**config.mk**
```make
export PLATFORM = sky130hd
export DESIGN_NAME = hue_sequencer_flat
export DESIGN_NICKNAME = d
export VERILOG_FILES = /design/src/rtl/hue_sequencer_pkg.sv /design/src/rtl/hue_sequencer_if.sv /design/src/rtl/hue_sequencer_period_timer.sv /design/src/rtl/hue_sequencer.sv /design/src/flat_wrapper.sv
export SDC_FILE = /design/constraint.sdc
export NUM_CORES = 1
export LEC_CHECK = 0
export BUFFER_PORTS_ARGS = -buffer_cell sky130_fd_sc_hd__clkbuf_2
export CORE_UTILIZATION = 50
export DETAILED_ROUTE_END_ITERATION = 8
export PLACE_DENSITY_LB_ADDON = 0.1
export SETUP_SLACK_MARGIN = 0.02
export SYNTH_ARGS = -nofsm -noshare
export SYNTH_HDL_FRONTEND = slang
export SYNTH_SLANG_ARGS = --single-unit
```
**constraint.sdc**
```tcl
create_clock -name clk -period 3.69 [get_ports clk]
set_input_delay 0.369 -clock clk [delete_from_list [all_inputs] [get_ports clk]]
set_output_delay 0.369 -clock clk [all_outputs]
set_load 0.1 [all_outputs]
```
**src/rtl/hue_sequencer_pkg.sv**
```systemverilog
// Shared types for the RGB fade path: colour-wheel sectors, per-channel duty modes,
// and the sector-to-mode table.
package hue_sequencer_pkg;

  localparam int HUE_MAX    = 359;
  localparam int SECTOR_DEG = 60;

  typedef enum logic [2:0] {
    X0TO60, X60TO120, X120TO180, X180TO240, X240TO300, X300TO360
  } sector_t;

  typedef enum logic [1:0] {
    INCREMENTING, DECREMENTING, HIGH_HOLD, LOW_HOLD
  } channel_mode_t;

  typedef enum logic [1:0] {CH_R, CH_G, CH_B} channel_t;

  function automatic sector_t next_sector(sector_t s);
    return (s == X300TO360) ? X0TO60 : sector_t'(s + 3'd1);
  endfunction

  function automatic channel_mode_t sector_mode(sector_t s, channel_t ch);
    channel_mode_t m;
    m = LOW_HOLD;
    case (s)
      X0TO60:    m = (ch == CH_R) ? HIGH_HOLD    : (ch == CH_G) ? INCREMENTING : LOW_HOLD;
      X60TO120:  m = (ch == CH_R) ? DECREMENTING : (ch == CH_G) ? HIGH_HOLD    : LOW_HOLD;
      X120TO180: m = (ch == CH_R) ? LOW_HOLD     : (ch == CH_G) ? HIGH_HOLD    : INCREMENTING;
      X180TO240: m = (ch == CH_R) ? LOW_HOLD     : (ch == CH_G) ? DECREMENTING : HIGH_HOLD;
      X240TO300: m = (ch == CH_R) ? INCREMENTING : (ch == CH_G) ? LOW_HOLD     : HIGH_HOLD;
      X300TO360: m = (ch == CH_R) ? HIGH_HOLD    : (ch == CH_G) ? LOW_HOLD     : DECREMENTING;
      default:   m = LOW_HOLD;
    endcase
    return m;
  endfunction

endpackage

```
**src/rtl/hue_sequencer_if.sv**
```systemverilog
// Control and result bundle between the hue sequencer and the PWM stages that consume its duties.
interface hue_sequencer_if #(parameter int DW = 11);
  logic          enable;
  logic [DW-1:0] r_duty;
  logic [DW-1:0] g_duty;
  logic [DW-1:0] b_duty;
  logic [8:0]    hue;
  logic [2:0]    sector;
  logic          period_strobe;

  modport master (input enable, output r_duty, g_duty, b_duty, hue, sector, period_strobe);
  modport slave  (output enable, input r_duty, g_duty, b_duty, hue, sector, period_strobe);
endinterface

```
**src/rtl/hue_sequencer_period_timer.sv**
```systemverilog
// Free-running PWM period counter with a registered strobe on the last clk of each period.
module period_timer #(
  parameter int PWM_INTERVAL = 1200
) (
  input  logic clk,
  input  logic reset,
  output logic period_strobe
);
  localparam int CW = $clog2(PWM_INTERVAL);
  localparam logic [CW-1:0] LAST = CW'(PWM_INTERVAL - 1);

  logic [CW-1:0] period_cnt_q, period_cnt_d;
  logic          period_strobe_q, period_strobe_d;

  always_comb begin
    period_cnt_d    = (period_cnt_q == LAST) ? '0 : period_cnt_q + 1'b1;
    // Strobe is decoded from the next count so it is high while the count sits at LAST.
    period_strobe_d = (period_cnt_d == LAST);
  end

  // NOTE: state updates use non-blocking assignments so every flop samples pre-edge values.
  always_ff @(posedge clk or posedge reset) begin
    if (reset) begin
      period_cnt_q    <= '0;
      period_strobe_q <= 1'b0;
    end else begin
      period_cnt_q    <= period_cnt_d;
      period_strobe_q <= period_strobe_d;
    end
  end

  assign period_strobe = period_strobe_q;
endmodule

```
**src/rtl/hue_sequencer.sv**
```systemverilog
// Sweeps hue around the colour wheel and emits per-channel PWM duties, updated only on period boundaries.
module hue_sequencer
  import hue_sequencer_pkg::*;
#(
  parameter int PWM_INTERVAL    = 1200,
  parameter int PERIODS_PER_DEG = 28
) (
  input  logic            clk,
  input  logic            reset,
  hue_sequencer_if.master bus
);
  localparam int DW   = $clog2(PWM_INTERVAL + 1);
  localparam int STEP = PWM_INTERVAL / SECTOR_DEG;
  localparam int DCW  = (PERIODS_PER_DEG > 1) ? $clog2(PERIODS_PER_DEG) : 1;
  localparam logic [DW-1:0] FULL = DW'(PWM_INTERVAL);

  logic          strobe;
  logic          advance;
  logic [DCW-1:0] deg_cnt_q, deg_cnt_d;
  logic [8:0]    hue_q, hue_d;
  logic [5:0]    offset_q, offset_d;
  sector_t       sector_q, sector_d;
  logic [DW-1:0] ramp_q, ramp_d;
  logic [DW-1:0] r_duty_q, r_duty_d;
  logic [DW-1:0] g_duty_q, g_duty_d;
  logic [DW-1:0] b_duty_q, b_duty_d;

  period_timer #(.PWM_INTERVAL(PWM_INTERVAL)) u_timer (
    .clk          (clk),
    .reset        (reset),
    .period_strobe(strobe)
  );

  function automatic logic [DW-1:0] duty_of(channel_mode_t m, logic [DW-1:0] r);
    case (m)
      HIGH_HOLD:    return FULL;
      INCREMENTING: return r;
      DECREMENTING: return FULL - r;
      default:      return '0;
    endcase
  endfunction

  always_comb begin
    // NOTE: every variable gets a hold default first, so no path through this block infers a latch.
    advance   = 1'b0;
    deg_cnt_d = deg_cnt_q;
    hue_d     = hue_q;
    offset_d  = offset_q;
    sector_d  = sector_q;
    ramp_d    = ramp_q;
    r_duty_d  = r_duty_q;
    g_duty_d  = g_duty_q;
    b_duty_d  = b_duty_q;

    if (strobe && bus.enable) begin
      if (deg_cnt_q == DCW'(PERIODS_PER_DEG - 1)) begin
        deg_cnt_d = '0;
        advance   = 1'b1;
      end else begin
        deg_cnt_d = deg_cnt_q + 1'b1;
      end
    end

    if (advance) begin
      hue_d = (hue_q == 9'(HUE_MAX)) ? '0 : hue_q + 1'b1;
      if (offset_q == 6'(SECTOR_DEG - 1)) begin
        offset_d = '0;
        sector_d = next_sector(sector_q);
        ramp_d   = '0;
      end else begin
        offset_d = offset_q + 1'b1;
        ramp_d   = ramp_q + DW'(STEP);
      end
      // Duties follow the post-advance sector/ramp so they land on the same edge as hue.
      r_duty_d = duty_of(sector_mode(sector_d, CH_R), ramp_d);
      g_duty_d = duty_of(sector_mode(sector_d, CH_G), ramp_d);
      b_duty_d = duty_of(sector_mode(sector_d, CH_B), ramp_d);
    end
  end

  always_ff @(posedge clk or posedge reset) begin
    if (reset) begin
      deg_cnt_q <= '0;
      hue_q     <= '0;
      offset_q  <= '0;
      sector_q  <= X0TO60;
      ramp_q    <= '0;
      r_duty_q  <= FULL;
      g_duty_q  <= '0;
      b_duty_q  <= '0;
    end else begin
      deg_cnt_q <= deg_cnt_d;
      hue_q     <= hue_d;
      offset_q  <= offset_d;
      sector_q  <= sector_d;
      ramp_q    <= ramp_d;
      r_duty_q  <= r_duty_d;
      g_duty_q  <= g_duty_d;
      b_duty_q  <= b_duty_d;
    end
  end

  assign bus.hue           = hue_q;
  assign bus.sector        = sector_q;
  assign bus.r_duty        = r_duty_q;
  assign bus.g_duty        = g_duty_q;
  assign bus.b_duty        = b_duty_q;
  assign bus.period_strobe = strobe;
endmodule
```
**src/flat_wrapper.sv**
```systemverilog
// flat-port wrapper written by rule: the top's interface ports become plain ports
module hue_sequencer_flat import hue_sequencer_pkg::*;
#(
  parameter int PWM_INTERVAL    = 1200,
  parameter int PERIODS_PER_DEG = 28
)
  (clk, reset, bus_enable, bus_r_duty, bus_g_duty, bus_b_duty, bus_hue, bus_sector, bus_period_strobe);
  hue_sequencer_if bus_i ();
  input  logic clk;
  input  logic reset;
  input wire logic [$bits(bus_i.enable)-1:0] bus_enable;
  output wire logic [$bits(bus_i.r_duty)-1:0] bus_r_duty;
  output wire logic [$bits(bus_i.g_duty)-1:0] bus_g_duty;
  output wire logic [$bits(bus_i.b_duty)-1:0] bus_b_duty;
  output wire logic [$bits(bus_i.hue)-1:0] bus_hue;
  output wire logic [$bits(bus_i.sector)-1:0] bus_sector;
  output wire logic [$bits(bus_i.period_strobe)-1:0] bus_period_strobe;
  assign bus_i.enable = bus_enable;
  assign bus_r_duty = bus_i.r_duty;
  assign bus_g_duty = bus_i.g_duty;
  assign bus_b_duty = bus_i.b_duty;
  assign bus_hue = bus_i.hue;
  assign bus_sector = bus_i.sector;
  assign bus_period_strobe = bus_i.period_strobe;
  hue_sequencer #(.PWM_INTERVAL(PWM_INTERVAL), .PERIODS_PER_DEG(PERIODS_PER_DEG)) u_core (.clk(clk), .reset(reset), .bus(bus_i));
endmodule
```
==> qor.txt, run 1 <==
Final setup vio count = 0
Simple-Gate Fraction of Synth Area = 20.88%
Largest net degree at the start of global routing = 60
Synth Area per Inst = 9.132 um^2
Status = completed
Multiplexer area fraction after synthesis = 0.2574%
Critical Path AT = 3.40 ns
Most common cell after layout, fill and taps aside = dfrtp_1
Number of synthesized flops with an enable pin = 0
CTS H-tree depth = 3
ANT cells = 0
Post-Synth Adder-Cell Area = 2.231%
Setup tns final = 0 ns
Crit Path Max Fanout = 18
Post-synthesis compound-gate area fraction = 23.03%
Routability congestion estimate = 0.8914
I/O pin total = 49
Number of global-route vias before repair = 3,470
VDD IR max = 0.1794 mV
Post-place setup slack = 0.6504 ns
Min-delay worst type = in2async
Max_cap viols = 0
DP HPWL = 7824 um
Kind of end point of the critical path = register
Most frequent cells in the layout = dfrtp_1, nand2_1, clkbuf_2
FMAX = 321.2 MHz
Post-Synthesis Cells = 479
Met2 GRT Util = 37.26%
Fin crit period = 3.113 ns
Via count = 3,847
Slew HR = 33.29%
Clk sink count = 79
Synthesized Nets = 489
Post-synthesis xor/xnor area fraction = 5.606%
FF+latch count, synth = 79
Grt met3 use = 5.502%
RSZ-0062 raised after global routing = false
Share of cells above drive strength 1 = 16.35%
Cts hold-fix bufs = 0
CTS buffer count = 9
DRC Markers = 0
Final Slew Violations = 0
Register area share after synthesis = 45.31%
Asr flop ratio synth = 100.0%
Worst setup margin = 0.5771 ns
Die ar. = 0.009126 mm^2
Worst Tran Pin Value = 1.001 ns
Pleak = 0.002185 uW
PwrDens = 312.9 mW/mm^2
Starting Density = 52.45%
Drt initial violations = 369
Post-CTS setup buffers = 0
Final #Nets = 531
Antenna violations before repair = 0
Worst-Skew Late Latency = 0.36 ns
Tot GR Track Use = 25.93%
CTS tree = built
Post-synth top area share = 42.91%
Top cells by area, synth = dfrtp_1, nand2_1, nor2_1
GRT Max-Usage Layer = met1
Total iterations of the first detailed-routing run = 5
WL/cell = 17.62 um
Via density = 6.097
Dpl cell area = 0.004696 mm^2
WL final = 11,120 um
Total number of yosys warnings = 0
DIE HEIGHT = 95.53 um
CP required = 3.98 ns
Clk_skew = 0.008335 ns
Worst hold margin = 0.1826 ns
Final Cell Area = 0.004895 mm^2
GR Util met1 = 37.57%
Rows = 33
Max clock buf depth = 2
Syn-to-layout area delta = 11.90%
CP Launch Type = register
Final Cycle Share = 84.36%
First-pass GRT wire length = 17,710 um
Congestion Overflow GR = 0
Clock root buffer = clkbuf_8
Post-cts sizing count = 0
Primary FF master, synth = dfrtp_1
Core area = 0.008341 mm^2
Antenna viol nets, final = 0
Synth area leader = dfrtp_1
Die Width = 95.53 um
IO buf count = 48
Largest family of logic cells by synthesized area = compound AO/OA/AOI/OAI gates
Critical path class = reg2reg
Post-Syn Area = 0.004374 mm^2
Unique masters post-synth = 68
Worst reg2reg path depth = 9
Final Hold Viols = 0
CTS clk-pin slew, worst paths = 0.08 ns
Power consumption = 1532 uW
layout make-up:
class	count	area, um^2
Clock inverter	5	57.56
Tap cell	105	131.4
Multi-Input combinational cell	371	2277
Inverter	7	27.53
Timing Repair Buffer	53	277.8
Sequential cell	79	1982
Clock buffer	11	141.4
Fill cell	775	3446
kinds of logic after synthesis:
kind of cell | after synthesis
DFF | 79
xor gates and xnor gates | 28
buffers and inverters | 29
adders and majority gates | 8
muxes | 1
and+or+nand+nor | 184
AOI/OAI and AO/OA | 150
per-layer routing:
layer  up-vias  wire length (um)
met5         -                 0
met1      1863              5242
li1       1837                 -
met2       127              5040
met3        20               617
met4         0               216
where the power goes:
| group | leakage (uW) | total, uW | switching [uW] | internal, uW |
|---|---|---|---|---|
| clock network | 0.0000916 | 648 | 318 | 330 |
| registers | 0.00106 | 865 | 0 | 865 |
| logic | 0.00103 | 18.4 | 16.8 | 1.61 |
| total | 0.00218 | 1530 | 335 | 1200 |
critical path, cell delays in order, from the launching register on:
cell and delay, ns:
dfrtp_1 0.45, and4b_1 0.52, nand2_2 0.31, nand2_1 0.27, ha_1 0.29, nand3b_1 0.20, a21o_1 0.24, a211oi_2 0.44
o2111ai_1 0.19, nand3_1 0.14
metrics by stage:
stage / util, % / cells
floorplan: - / 479
global placement: 56.30 / 615
detailed placement: 56.30 / 615
CTS: 58.69 / 631
global route: 58.69 / 631
finish: 58.69 / 631
registers in the layout, indices dropped and copies added (netlist names):
| register | count |
|---|---|
| u_core.offset_q | 6 |
| u_core.bus.r_duty | 11 |
| u_core.bus.sector | 3 |
| u_core.deg_cnt_q | 5 |
| u_core.bus.b_duty | 11 |
| u_core.ramp_q | 11 |
| u_core.bus.g_duty | 11 |
| u_core.u_timer.period_strobe | 1 |
| u_core.bus.hue | 9 |
| u_core.u_timer.period_cnt_q | 11 |
synth_stat cells (4+ instances only):
cell type  count
dfrtp_1       75
nand2_1       66
nor2_1        38
o21ai_0       26
a21oi_1       23
nand3_1       18
o21ai_1       17
xnor2_1       15
clkbuf_1      14
nor3_1        13
xor2_1        13
a21o_1        10
o22ai_1        9
nand4_1        8
a31oi_1        7
buf_2          7
ha_1           7
inv_1          7
o22a_1         7
a22o_1         5
a22oi_1        5
o2111ai_1      5
and3_1         4
dfstp_2        4
o21a_1         4
o31ai_1        4
path summary, 6_finish.rpt:
path                                         end            startpoint  slack (ns)
min in group clk             u_core.deg_cnt_q[2]            bus_enable        0.38
min reg2reg                 u_core.bus.r_duty[0]  u_core.bus.r_duty[0]        0.49
min                            u_core.bus.hue[1]                 reset        0.18
max                        u_core.bus.b_duty[10]    u_core.offset_q[2]        0.58
max reg2reg                u_core.bus.b_duty[10]    u_core.offset_q[2]        0.58
max in group asynchronous       u_core.ramp_q[7]                 reset        2.68
No activity file was read; power rests on OpenSTA's default activity.
==> inputs of run 2 (changes only) <==
==> constraint.sdc (replaced) <==
create_clock -name clk -period 2.7 [get_ports clk]
set_input_delay 0.27 -clock clk [delete_from_list [all_inputs] [get_ports clk]]
set_output_delay 0.27 -clock clk [all_outputs]
set_load 0.1 [all_outputs]
==> run 2 against run 1 <==
- sequential share of layout area is 1.0 points lower
- design area is 2.7% higher
- sequential power is 36% higher
- utilization is 1.6 points higher
- the flow now finishes with violations (hold timing)
- first-iteration DRC count is 8.4% higher
- largest cell class unchanged
==> qor.txt, run 2 (synthesis results as in run 1) <==
Worst-Skew Late Latency = 0.36 ns (about the same)
RSZ-0062 raised after global routing = false (unchanged)
Tot GR Track Use = 26.21% (was 25.93%)
Kind of end point of the critical path = register (unchanged)
Final #Nets = 544 (was 531)
Starting Density = 52.45% (unchanged)
Critical R2R Launch = u_core.ramp_q[2] (was u_core.offset_q[2])
Clock root buffer = clkbuf_8 (unchanged)
Antenna violations before repair = 0 (unchanged)
Slew HR = 41.02% (was 33.29%)
Failing checks = hold timing
I/O pin total = 49 (unchanged)
FMAX = 399.8 MHz (was 321.2 MHz)
CTS H-tree depth = 3 (unchanged)
FF/Latch Area = 0.001982 mm^2 (unchanged)
Drt initial violations = 400 (was 369)
CP Launch Type = register (unchanged)
Crit Path Max Fanout = 10 (was 18)
Setup tns final = 0 ns (unchanged)
CTS buffer count = 9 (unchanged)
Crit Reg-Reg Endpoint = u_core.bus.b_duty[9] (was u_core.bus.b_duty[10])
Worst Tran Pin Value = 0.8766 ns (was 1.001 ns)
R2r setup slk = 0.20 ns (was 0.58 ns)
Most common cell after layout, fill and taps aside = dfrtp_1 (unchanged)
Max_cap viols = 0 (unchanged)
Worst setup margin = 0.1990 ns (was 0.5771 ns)
Min-delay worst type = in2async (unchanged)
First-pass GRT wire length = 17,880 um (was 17,710 um)
Multi-input gate area = 0.002306 mm^2 (was 0.002277 mm^2)
Most frequent cells in the layout = dfrtp_1, nand2_1, clkbuf_2 (unchanged)
Worst reg2reg path depth = 7 (was 9)
Largest net degree at the start of global routing = 47 (was 60)
Fin crit period = 2.501 ns (was 3.113 ns)
Power consumption = 2084 uW (was 1532 uW)
Max clock buf depth = 2 (unchanged)
CTS tree = built (unchanged)
Dpl cell area = 0.004798 mm^2 (was 0.004696 mm^2)
Largest stage delay, worst path = 0.52 ns (about the same)
CTS clk-pin slew, worst paths = 0.08 ns (about the same)
Rows = 33 (unchanged)
Post-place setup slack = 0.06812 ns (was 0.6504 ns)
Clk sink count = 79 (unchanged)
Cell Chain, Critical Path = ha_1, nand4bb_1, a22oi_1, a22o_1, a21oi_1, or3_1, a31oi_1 (was and4b_1, nand2_2, nand2_1, ha_1, nand3b_1, a21o_1, a211oi_2, o2111ai_1, nand3_1)
Fill cells = 770 (was 775)
Congestion Overflow GR = 0 (unchanged)
Critical-path top delay cell = dfrtp_1 (was and4b_1)
Critical path class = reg2reg (unchanged)
PwrDens = 414.8 mW/mm^2 (was 312.9 mW/mm^2)
VDD IR max = 0.2210 mV (was 0.1794 mV)
Cts hold-fix bufs = 0 (unchanged)
Clk_skew = 0.01038 ns (was 0.008335 ns)
Die Width = 95.53 um (unchanged)
Via count = 3,930 (was 3,847)
Worst hold margin = -0.02173 ns (was 0.1826 ns)
Final Cycle Share = 92.63% (was 84.36%)
Total iterations of the first detailed-routing run = 5 (unchanged)
Routability congestion estimate = 1.002 (was 0.8914)
CP required = 2.97 ns (was 3.98 ns)
Number of global-route vias before repair = 3,562 (was 3,470)
ANT cells = 0 (unchanged)
DRC Markers = 0 (unchanged)
Pleak = 0.002254 uW (was 0.002185 uW)
Status = complete, but fails checks (was completed)
Via density = 6.102 (was 6.097)
Final setup vio count = 0 (unchanged)
Share of cells above drive strength 1 = 18.74% (was 16.35%)
WL/cell = 17.60 um (was 17.62 um)
Syn-to-layout area delta = 14.87% (was 11.90%)
Final Hold Viols = 32 (was 0)
DP HPWL = 8032 um (was 7824 um)
WL final = 11,330 um (was 11,120 um)
Final Cell Area = 0.005025 mm^2 (was 0.004895 mm^2)
IO buf count = 48 (unchanged)
Core area = 0.008341 mm^2 (unchanged)
DIE HEIGHT = 95.53 um (unchanged)
Critical Path AT = 2.77 ns (was 3.40 ns)
Die ar. = 0.009126 mm^2 (unchanged)
Antenna viol nets, final = 0 (unchanged)
Final Slew Violations = 0 (unchanged)
## run 2: changes by cell type in the layout (fill, tap and decap cells not counted), sizes merged
cell and delta:
buf +13, clkinv +1, clkinvlp -1
## run 2: worst max path at each step
stage	start	slack, ns	to	depth (start not counted)
after floorplan	u_core.offset_q[2]	0.21	u_core.bus.b_duty[10]	11
final	u_core.ramp_q[2]	0.20	u_core.bus.b_duty[9]	7
after CTS	u_core.offset_q[2]	0.05	u_core.bus.b_duty[10]	9
after detailed placement	u_core.offset_q[2]	0.07	u_core.bus.b_duty[10]	9
after global routing	u_core.offset_q[2]	0.06	u_core.bus.g_duty[10]	9
after global placement	u_core.offset_q[2]	0.21	u_core.bus.g_duty[10]	9
## run 2: worst max-delay path, delay by kind of cell, from the launching register on
kind            cells  cell delay, ns
fa+ha+maj           1            0.34
compound gates      4            0.97
flops               1            0.52
simple gates        2            0.59
## run 2: cell type report
cell class                 count  area share (%)
tap                          105           2.615
inverter                       7          0.5478
timing repair buffer          66           7.719
multi-input combinational    371           45.89
clock inverter                 5           1.170
clock buffer                  11           2.615
sequential                    79           39.44
## run 2: what timing repair did
action,CTS,global route
setup endpoints to repair,0,6
gates resized for setup,0,5
setup buffers,0,1
endpoints found under the hold margin,0,0
## run 2: routing by layer
layer  part of all wire, %  routed length, um  vias to the layer above  global-route usage (%)
met4                   2.2                246                        0                   11.44
li1                      -                  -                     1875                       -
met1                    48               5397                     1902                   37.92
met5                     0                  0                        -                       0
met2                    45               5088                      129                   38.87
met3                   5.3                600                       24                   3.907
## run 2: report_power, final
group | switching [uW] | leakage, uW | internal [uW] | total [uW]
clock network | 447 | 0.0000895 | 428 | 875
registers | 0 | 0.00106 | 1180 | 1180
logic | 22.9 | 0.00110 | 4.19 | 27.1
## run 2: per-stage QoR
step,cells,util (%)
finish,644,60.25
global route,644,60.25
CTS,643,59.81
detailed placement,627,57.53
global placement,627,57.53
floorplan,479,-
